<file path="config.mk">
export PLATFORM = sky130hd
export DESIGN_NAME = cas_audio_mixer
export DESIGN_NICKNAME = d
export VERILOG_FILES = /design/src/rtl/cas_audio_mixer.sv
export SDC_FILE = /design/constraint.sdc
export NUM_CORES = 1
export LEC_CHECK = 0
export CORE_MARGIN = 2
export CORE_UTILIZATION = 53
export CTS_CLUSTER_SIZE = 8
export DETAILED_ROUTE_END_ITERATION = 10
export PLACE_DENSITY = 0.78
export SYNTH_ARGS = -nofsm -noshare
export SYNTH_HDL_FRONTEND = slang
export SYNTH_SLANG_ARGS = --single-unit
</file>
<file path="constraint.sdc">
create_clock -name clk_sys -period 6.1 [get_ports clk_sys]
set_input_delay 1.22 -clock clk_sys [delete_from_list [all_inputs] [get_ports clk_sys]]
set_output_delay 1.22 -clock clk_sys [all_outputs]
set_load 0.03 [all_outputs]
</file>
<file path="src/rtl/cas_audio_mixer.sv">
// Tape-monitor audio mixer: casdout square tone with click-free gain ramps, summed into the CoCo sound word.
// Optional build macro CAS_AUDIO_LPF_EN adds a one-pole low-pass on the tone path.
`timescale 1ns/1ps

module cas_audio_mixer #(
    parameter int          CLK_DIV  = 1193,
    parameter logic [15:0] TAPE_AMP = 16'h0800
`ifdef CAS_AUDIO_LPF_EN
    ,
    parameter int          LPF_SHIFT = 2
`endif
) (
    input  logic        clk_sys,
    input  logic        reset,
    input  logic [15:0] sound_in,
    input  logic        casdout,
    input  logic        cas_relay,
    input  logic        monitor_en,
    output logic [15:0] audio_out,
    output logic        sample_stb
);

    // state    | meaning
    // IDLE     | gain 0, tape muted
    // FADE_IN  | gain ramping up one step per sample
    // ON       | gain 255, full tape level
    // FADE_OUT | gain ramping down one step per sample
    typedef enum logic [1:0] {IDLE, FADE_IN, ON, FADE_OUT} state_t;

    localparam int                CNT_W    = (CLK_DIV > 1) ? $clog2(CLK_DIV) : 1;
    localparam logic [CNT_W-1:0]  CNT_LAST = CNT_W'(CLK_DIV - 1);

    logic [CNT_W-1:0]   r_cnt;
    logic               r_tape_meta;
    logic               r_tape_s;
    state_t             r_state;
    state_t             w_state_nxt;
    logic [7:0]         r_gain;
    logic [7:0]         w_gain_nxt;
    logic               w_stb;
    logic               w_target;
    logic signed [17:0] w_tone;
    logic signed [26:0] w_prod;
    logic signed [17:0] w_t;
    logic signed [17:0] w_mix;
    logic signed [17:0] w_sum;
    logic [15:0]        w_sat;

    always_ff @(posedge clk_sys) begin
        if (reset) begin
            r_cnt <= '0;
        end else if (r_cnt == CNT_LAST) begin
            r_cnt <= '0;
        end else begin
            r_cnt <= r_cnt + CNT_W'(1);
        end
    end

    assign w_stb      = (r_cnt == CNT_LAST);
    assign sample_stb = w_stb;

    always_ff @(posedge clk_sys) begin
        if (reset) begin
            r_tape_meta <= 1'b0;
            r_tape_s    <= 1'b0;
        end else begin
            r_tape_meta <= casdout;
            r_tape_s    <= r_tape_meta;
        end
    end

    assign w_target = monitor_en & cas_relay;

    always_ff @(posedge clk_sys) begin
        if (reset) begin
            r_state <= IDLE;
            r_gain  <= 8'd0;
        end else if (w_stb) begin
            r_state <= w_state_nxt;
            r_gain  <= w_gain_nxt;
        end
    end

    always_comb begin
        w_state_nxt = r_state;
        case (r_state)
            IDLE:     w_state_nxt = w_target ? FADE_IN : IDLE;
            ON:       w_state_nxt = w_target ? ON : FADE_OUT;
            FADE_IN,
            FADE_OUT: begin
                if (w_target) begin
                    w_state_nxt = (r_gain >= 8'd254) ? ON : FADE_IN;
                end else begin
                    w_state_nxt = (r_gain <= 8'd1) ? IDLE : FADE_OUT;
                end
            end
            default:  w_state_nxt = IDLE;
        endcase
    end

    // Gain always steps toward the target and saturates at both ends.
    always_comb begin
        w_gain_nxt = r_gain;
        case (r_state)
            IDLE:     w_gain_nxt = w_target ? 8'd1 : 8'd0;
            ON:       w_gain_nxt = w_target ? 8'd255 : 8'd254;
            FADE_IN,
            FADE_OUT: begin
                if (w_target) begin
                    w_gain_nxt = (r_gain == 8'd255) ? 8'd255 : r_gain + 8'd1;
                end else begin
                    w_gain_nxt = (r_gain == 8'd0) ? 8'd0 : r_gain - 8'd1;
                end
            end
            default:  w_gain_nxt = 8'd0;
        endcase
    end

    assign w_tone = r_tape_s ? $signed({2'b00, TAPE_AMP}) : -$signed({2'b00, TAPE_AMP});
    assign w_prod = w_tone * $signed({1'b0, r_gain});
    assign w_t    = 18'(w_prod >>> 8);

`ifdef CAS_AUDIO_LPF_EN
    logic signed [17:0] r_y;
    logic signed [17:0] w_diff;
    logic signed [17:0] w_y_nxt;

    assign w_diff  = w_t - r_y;
    assign w_y_nxt = r_y + (w_diff >>> LPF_SHIFT);
    assign w_mix   = w_y_nxt;

    always_ff @(posedge clk_sys) begin
        if (reset) begin
            r_y <= '0;
        end else if (w_stb) begin
            r_y <= w_y_nxt;
        end
    end
`else
    assign w_mix = w_t;
`endif

    assign w_sum = $signed({2'b00, sound_in}) + w_mix;

    always_comb begin
        w_sat = w_sum[15:0];
        if (w_sum[17]) begin
            w_sat = 16'h0000;
        end else if (w_sum[16]) begin
            w_sat = 16'hFFFF;
        end
    end

    always_ff @(posedge clk_sys) begin
        if (reset) begin
            audio_out <= 16'h0000;
        end else if (w_stb) begin
            audio_out <= w_sat;
        end
    end

endmodule

</file>
Word-level counts from Yosys, hierarchy flattened
Index checks and enable logic that the tools add are counted.
{ "op_classes": {"add_sub_neg": 4, "multipliers": 1, "n_lt_le_gt_ge": 2, "n_eq_ne": 5, "muxes": 15, "n_bitwise": 1, "n_reduce_logical": 4} }
{ "ops": {"columns": ["cell", "count"], "rows": [
  ["two-way mux 16 bit", 2],
  ["multiplier 18 x 9 -> 26 bit", 1],
  ["two-way mux 8 bit", 3],
  ["one-hot mux 8 bit (3 select lines)", 1],
  ["adder 17 x 18 -> 18 bit", 1],
  ["two-way mux 18 bit", 1],
  ["adder 11 x 1 -> 11 bit, second input constant", 1],
  ["equality test 11 bit, second input constant", 1],
  ["adder 8 x 1 -> 8 bit, second input constant", 1],
  ["equality test 8 bit, second input constant", 1],
  [">= comparator 8 bit, second input constant", 1],
  ["less-or-equal comparator 8 x 1 -> 1 bit, second input constant", 1],
  ["zero test 8 bit", 1],
  ["subtractor 8 x 1 -> 8 bit, second input constant", 1],
  ["two-way mux 2 bit", 3],
  ["one-hot mux 2 bit (3 select lines)", 1],
  ["equality test 2 bit, second input constant", 2],
  ["two-way mux 1 bit", 4],
  ["OR reduction 2 bit", 2],
  ["equality test 2 x 1 -> 1 bit, second input constant", 1],
  ["zero test 2 bit", 1],
  ["AND 1 bit", 1]
]} }
{ "totals": {"reg_bits": 39, "input_bits": 21, "out_inout_bits": 17, "wordCells": 38} }

Longest topological paths before layout
Gate-level depths: netlist of the first run.
{ "logic_depth": {"word_depth": 5, "mapped_depth": 26, "depth_no_buf": 24} }

Worst setup path after synthesis of the first run
OpenSTA, ideal clock, no wires.
{ "synth_timing": {"path_kind": "register to register", "start": "register r_gain[1]", "end": "register audio_out[9]", "setup_time_ns": 0.135, "arrival_time_ns": 5.804, "t_required_ns": 5.965, "setup_slack_ns": 0.160, "stages_incl_launch_ff": 24, "cell_sequence": "dfxtp_1 > clkbuf_1 > nand2b_1 > fa_1 > fa_1 > fa_1 > fa_1 > inv_1 > ha_1 > o21ai_0 > nor2_1 > o41ai_1 > inv_1 > a21oi_1 > xnor2_1 > ha_1 > a21oi_1 > o2111ai_1 > a21oi_1 > a311oi_2 > a211o_1 > nand3_2 > buf_2 > a22oi_1"} }
{ "synth_via": {"elab_chain_cells": 4} }
{ "synth_lines": {"columns": ["item", "line", "rtl"], "rows": [
  ["start: declaration", "38", "logic [7:0] r_gain;"],
  ["start signal: assignment", "80", "r_gain <= w_gain_nxt;"],
  ["multiplier 18 x 9 -> 26 bit *", "120", "assign w_prod = w_tone * $signed({1'b0, r_gain});"],
  ["adder 17 x 18 -> 18 bit *", "143", "assign w_sum = $signed({2'b00, sound_in}) + w_mix;"],
  ["two-way mux 16 bit", "149", "end else if (w_sum[16]) begin"],
  ["two-way mux 16 bit *", "147", "if (w_sum[17]) begin"],
  ["end signal: assignment", "158", "audio_out <= w_sat;"],
  ["end: declaration", "19", "output logic [15:0] audio_out,"]
]} }
Mark *: on every way between the ends. The rest lies on a longest branch, timed or not.
A chain may end at the register's enable or synchronous reset.

Worst setup path in the final report of the first run
{ "layout_timing": {"start": "register r_tape_s", "end": "register audio_out[4]"} }
{ "layout_via": {"elab_chain_cells": 5} }
{ "layout_lines": {"columns": ["item", "line", "rtl"], "rows": [
  ["start: declaration", "35", "logic r_tape_s;"],
  ["start signal: assignment", "68", "r_tape_s <= r_tape_meta;"],
  ["two-way mux 18 bit *", "119", "assign w_tone = r_tape_s ? $signed({2'b00, TAPE_AMP}) : -$signed({2'b00, TAPE_AMP});"],
  ["multiplier 18 x 9 -> 26 bit *", "120", null],
  ["adder 17 x 18 -> 18 bit *", "143", null],
  ["two-way mux 16 bit", "149", null],
  ["two-way mux 16 bit *", "147", null]
]} }
Marked as above.

==> results.toml, run 1 <==
[outcome]
status = "finished, final reports clean"

[sta]
slew_headroom_pct = 20.4
tightest_slew_ns = 1.18
finalSetupViolCount = 0
finalMaxSlewViolations = 0
fin_skew_ns = 0.0109
worst_slack_ns = 0.279
max_clock_freq_mhz = 172
fin_crit_ns = 5.82
fin_crit_sh_pct = 95.4
final-hold-violation-count = 0

[power_and_ir_drop]
p_leak_nw = 2.04
finalPower_uw = 530
combPwrFrac_pct = 9.0
seq_power_share_pct = 49.0
switchingPower_uw = 127
cellPowerDensity_nw_per_um2 = 115
ir_drop_mv = 0.0893
p_sw_share_pct = 24.0
intPower_uw = 403
clock_power_share_pct = 42.0

[clocking]
clkTransAtPathRegs_ns = 0.09
worstSkewPairLatency_ns = 0.30
cts_tree = "done"
clockBufferDepth = 2
cts_sinks = 39
root_buffer = "clkbuf_8"
numCtsBuffers = 5
ctsHtreeMaxLevel = 2

[synthesis]
yosys-top-cells-area = "dfxtp_1, ha_1, fa_1"
synth_cell_type_count = 54
synth_flop_cell = "dfxtp_1"
synth_top_area_cell = "dfxtp_1"
synth_warnings = 0
syn_nets = 553
ys_ff_latch = 39
synth_top_area_share_pct = 20.2
synth_edf_count = 0
synth-seq-area-share_pct = 20.2
synthesis.area_um2 = 3860
syn_avg_cell_area_um2 = 8.29
syn_inst = 465
async_reset_ff_share_pct = 0

[setup_path]
worst_setup_path_end_kind = "register"
required_ns = 6.27
arrival_ns = 5.99
crit_type = "register to register"
crit_fanout = 16
reg2reg_slack_ns = 0.28
ff2ff_path_depth = 23
rr_endpoint = "audio_out[4]"
cp-start-kind = "register"
r2r_start = "r_tape_s"

[layout]
fillers = 621
drive_gt1_share_pct = 10.3
diodes = 0
nets = 594
area_growth_pct = 19.2
register_area_um2 = 781
design_area_um2 = 4600
multiInputGateArea_um2 = 2940

[routing]
drt-wirelength-per-cell_um = 14.3
ant_nets = 0
drtIter0Drc = 122
vias = 3449
wl_um = 8660
drc = 0
first_pass_iters = 5
avgViaCountPerCell = 5.69

[place]
dp_slack_ns = 0.00252
place_congestion = 0.900
io_buffers = 37
placedInstanceArea_um2 = 4360
hpwlAfterDp_um = 6420

[global_route]
grtUsageMet1_pct = 26.9
overflow = 0
first_global_vias = 3257
grtUsageMet3_pct = 2.77
grt_pass1_wl_um = 13700
grt_max_degree = 34
grt.busiest_layer = "met2"
met2_usage_pct = 37.8
grt_use_total_pct = 21.6
antenna_found_initial = 0

[worst_hold_path]
holdPathStages = 1
hp-start = "r_tape_meta"
min_to = "r_tape_s"
min_path_type = "register to register"

[floorplan]
dieArea_um2 = 7970
fp.dieH_um = 89.3
ios = 38
start_util_pct = 54.0
num_rows = 31
core_um2 = 7140
die_x_um = 89.3

[run]
cap_viol_max_count = 0
## synthesized netlist by cell type (2+ instances only)
master and number:
dfxtp_1 39, o21a_1 4, fa_1 20, nand2_1 35, a21oi_1 40, nor2b_1 4, xor2_1 18, nand2b_1 11
o211ai_1 4, a22oi_1 11, ha_1 47, xnor2_1 18, o2111ai_1 2, inv_1 43, a211oi_1 5, o221ai_1 2
a311oi_1 2, a22oi_2 10, and3_1 6, and2_1 4, clkbuf_1 14, o31ai_1 2, a211o_1 2, o21ai_0 19
nor3_1 9, or3_1 3, a21o_1 3, or2_2 2, nor2_1 42, nand4_1 3, nand3_1 18
## worst max-delay path: stages (launching register included)
cell and delay, ns:
dfxtp_1 0.36, nand2b_2 0.23, fa_1 0.61, inv_1 0.09, fa_1 0.46, ha_1 0.32
fa_1 0.53, ha_1 0.34, a211oi_1 0.24, nor2_1 0.11, o41ai_1 0.28, buf_4 0.18
inv_1 0.03, a21oi_1 0.16, xnor2_1 0.14, ha_1 0.32, a21oi_2 0.21, o2111ai_1 0.15
a21oi_2 0.15, a311oi_2 0.08, a211o_1 0.31, nand3_2 0.11, buf_12 0.16, a22oi_1 0.10
## state kept, by name, indices dropped and copies added (netlist names), named ones only
| name | flops |
|---|---|
| audio_out | 16 |
| r_gain | 8 |
| r_state | 1 |
| r_tape_meta | 1 |
| r_tape_s | 1 |
| r_cnt | 11 |
## routing by layer
metal,part of all wire (%),wire length [µm]
met4,2.5,216
met5,0,0
met2,49,4270
met1,45,3860
met3,3.5,303
## how the worst max path moves through the flow
stage                     startpoint      endpoint  slack, ns  cells after the start
after floorplan            r_gain[1]  audio_out[9]       0.16                     23
after global placement      r_tape_s  audio_out[3]       0.25                     23
after detailed placement    r_tape_s  audio_out[9]      0.003                     20
after CTS                   r_tape_s  audio_out[9]       0.04                     20
after global routing        r_tape_s  audio_out[9]      -0.03                     23
final                       r_tape_s  audio_out[4]       0.28                     23
## metrics by stage
step / hold slack [ns] / TNS (ns) / instances / util (%)
after floorplan: 0.414 / 0 / 465 / -
after global placement: 0.444 / 0 / 594 / 61.2
after detailed placement: 0.453 / 0 / 594 / 61.2
after CTS: 0.464 / 0 / 602 / 62.9
after global routing: 0.480 / -0.201 / 606 / 64.4
final: 0.461 / 0 / 606 / 64.4
## cells in the final DEF (no fill, tap or decap), types with 2 or more instances in the layout
| cell | n |
|---|---|
| a21oi_2 | 3 |
| xor2_1 | 18 |
| nand3_1 | 18 |
| o2111ai_1 | 2 |
| a22oi_2 | 11 |
| ha_1 | 46 |
| o21ai_0 | 18 |
| nor2_1 | 41 |
| nand4_1 | 3 |
| a21oi_4 | 2 |
| a311oi_1 | 2 |
| o221ai_1 | 2 |
| nand2b_1 | 8 |
| clkdlybuf4s50_1 | 37 |
| o31ai_1 | 2 |
| and2_1 | 4 |
| dfxtp_1 | 39 |
| xnor2_4 | 2 |
| nand2b_2 | 3 |
| xnor2_1 | 17 |
| inv_1 | 43 |
| and3_1 | 6 |
| a21oi_1 | 37 |
| a211oi_1 | 5 |
| a21o_1 | 3 |
| clkbuf_8 | 5 |
| o21a_1 | 4 |
| or2_2 | 2 |
| or3_1 | 3 |
| nor3_1 | 9 |
| o211ai_1 | 4 |
| fa_1 | 20 |
| nor2b_1 | 4 |
| buf_4 | 11 |
| nand2_1 | 35 |
| a22oi_1 | 10 |
| a211o_1 | 2 |
## power by group through the flow
stage               Clock, mW  Combinational [mW]  Sequential [mW]
floorplan                   0              0.0272            0.265
global placement            0              0.0458            0.265
detailed placement          0              0.0466            0.266
CTS                     0.226              0.0470            0.260
global route            0.237              0.0532            0.260
finish                  0.223              0.0479            0.260
## cell type report
class                      count  share of cell area (%)
sequential                    39                    17.0
timing repair buffer          49                    10.3
clock inverter                 3                    1.01
tap                           99                    2.69
inverter                      44                    3.59
multi-input combinational    367                    63.9
clock buffer                   5                    1.50
## repair_timing
action / 4_1_cts / 5_1_grt
pin swaps: 0 / 6
endpoints found under the setup margin: 3 / 16
hold buffers: 0 / 0
resized for setup: 1 / 14
cloned: 0 / 1
buffers inserted: 0 / 3
## cell families after synthesis
logic type                 after synthesis  synth area share, %
DFF                                     39                 20.2
xor gates and xnor gates                37                 8.60
muxes                                    1                0.260
adders and majority gates               67                 25.6
and+or+nand+nor                        144                 17.9
buffers and inverters                   60                 6.07
AOI/OAI and AO/OA                      117                 21.3
(Power assumes the default switching activity.)
==> run 2: changes to the inputs <==
--- a/config.mk
+++ b/config.mk
@@ -10,6 +10,8 @@
 export CTS_CLUSTER_SIZE = 8
 export DETAILED_ROUTE_END_ITERATION = 10
 export PLACE_DENSITY = 0.78
+export SLEW_MARGIN = 20
 export SYNTH_ARGS = -nofsm -noshare
 export SYNTH_HDL_FRONTEND = slang
 export SYNTH_SLANG_ARGS = --single-unit
+export TNS_END_PERCENT = 20
==> run 2 against run 1 <==
  * Die area unchanged
  * Sequential power is essentially flat
  * Largest cell class unchanged
  * Critical path type unchanged
  * Global-route usage stayed put
  * Critical endpoint unchanged
==> results.toml, run 2 (same netlist as run 1, synthesis figures left out) <==
[outcome]
status = "finished, final reports clean"

[routing]
avgViaCountPerCell = 5.66
drtIter0Drc = 121
ant_nets = 0
drt-wirelength-per-cell_um = 14.3
wl_um = 8680
drc = 0
vias = 3430
first_pass_iters = 6

[setup_path]
crit_fanout = 16
arrival_ns = 5.99
required_ns = 6.27
rr_endpoint = "audio_out[4]"
ff2ff_path_depth = 23
worst_setup_path_end_kind = "register"
r2r_start = "r_tape_s"
cp-start-kind = "register"
crit_type = "register to register"
reg2reg_slack_ns = 0.28

[sta]
finalMaxSlewViolations = 0
worst_slack_ns = 0.276
fin_skew_ns = 0.0113
fin_tns_setup_ns = 0
fin_crit_sh_pct = 95.5
max_clock_freq_mhz = 172
fin_crit_ns = 5.82
finalSetupViolCount = 0
tightest_slew_ns = 1.18
final-hold-violation-count = 0
slew_headroom_pct = 20.5

[layout]
area_growth_pct = 19.4
fin_util_pct = 64.5
top_regs = "audio_out (16), r_cnt (11), r_gain (8)"
design_area_um2 = 4600
multiInputGateArea_um2 = 2950
register_area_um2 = 781
final_cell_mix = "ha_1, inv_1, nor2_1"
nets = 594
drive_gt1_share_pct = 10.3
fillers = 620
final_common_cell = "ha_1"
diodes = 0
largest_register_ff_count = 16
regMostFlops = "audio_out"

[clocking]
clkTransAtPathRegs_ns = 0.09
numCtsBuffers = 5
cts_tree = "done"
cts_sinks = 39
worstSkewPairLatency_ns = 0.30
root_buffer = "clkbuf_8"
ctsHtreeMaxLevel = 2
clockBufferDepth = 2

[floorplan]
ios = 38
num_rows = 31
core_um2 = 7140
start_util_pct = 54.0
dieArea_um2 = 7970
die_x_um = 89.3
fp.dieH_um = 89.3

[worst_hold_path]
hp-start = "r_tape_meta"
min_path_type = "register to register"
min_to = "r_tape_s"
holdPathStages = 1

[global_route]
antenna_found_initial = 0
grt_use_total_pct = 21.6
grt_pass1_wl_um = 13700
first_global_vias = 3257
grt_max_degree = 34
overflow = 0

[power_and_ir_drop]
seq_power_share_pct = 48.9
ir_drop_mv = 0.0893
combPwrFrac_pct = 9.1
switchingPower_uw = 128
p_leak_nw = 2.04
clock_power_share_pct = 42.0
p_sw_share_pct = 24.0
cellPowerDensity_nw_per_um2 = 115
intPower_uw = 403

[place]
placedInstanceArea_um2 = 4360
io_buffers = 37
hpwlAfterDp_um = 6420
place_congestion = 0.900
dp_slack_ns = 0.00252

[run]
cap_viol_max_count = 0
==> run 2: cell counts in the layout (fill, tap and decap cells not counted) <==
No cell type changed its count.
==> run 2: power by group through the flow <==
stage               Combinational, mW  Sequential (mW)  Clock (mW)
floorplan                      0.0272            0.265           0
global placement               0.0458            0.265           0
detailed placement             0.0466            0.266           0
CTS                            0.0470            0.260       0.226
global route                   0.0535            0.260       0.237
finish                         0.0482            0.260       0.223
==> run 2: worst max-delay path, stage by stage, from the launching register on <==
cell and delay, ns:
dfxtp_1 0.36, nand2b_2 0.23, fa_1 0.61, inv_1 0.09, fa_1 0.46, ha_1 0.32, fa_1 0.53, ha_1 0.34
a211oi_1 0.24, nor2_1 0.11, o41ai_1 0.28, buf_4 0.18, inv_1 0.03, a21oi_1 0.16, xnor2_1 0.14, ha_1 0.32
a21oi_2 0.21, o2111ai_1 0.15, a21oi_2 0.16, a311oi_2 0.08, a211o_1 0.31, nand3_2 0.11, buf_12 0.16, a22oi_1 0.10
==> run 2: cell type report <==
class,count,area share [%]
Multi-Input combinational cell,367,64.0
Sequential cell,39,17.0
Timing Repair Buffer,49,10.3
Inverter,44,3.59
Tap cell,99,2.69
Clock buffer,5,1.49
Clock inverter,3,1.01
==> run 2: metrics by stage <==
step                      hold slack, ns  cells  total power [mW]
after floorplan                    0.414    465             0.292
after global placement             0.444    594             0.311
after detailed placement           0.453    594             0.312
after CTS                          0.464    602             0.533
after global routing               0.480    606             0.551
final                              0.461    606             0.531
==> run 2: per-layer routing <==
metal	wire length [µm]	GRT usage, %	up-vias
met5	0	0	-
met4	210	8.41	0
met3	321	2.77	20
met2	4270	37.8	91
met1	3880	26.9	1623
li1	-	-	1696
==> run 2: repair_timing <==
action,CTS,global route
endpoints found under the setup margin,3,16
gates resized for setup,1,14
setup buffers,0,3
pin swaps,0,6
hold buffers,0,0
gates cloned,0,1
==> run 2: worst max-delay path by stage <==
stage	startpoint	endpoint	slack (ns)	cells past startpoint
after CTS	r_tape_s	audio_out[9]	0.04	20
after global placement	r_tape_s	audio_out[3]	0.25	23
after detailed placement	r_tape_s	audio_out[9]	0.003	20
final	r_tape_s	audio_out[4]	0.28	23
after global routing	r_tape_s	audio_out[9]	-0.03	23
after floorplan	r_gain[1]	audio_out[9]	0.16	23
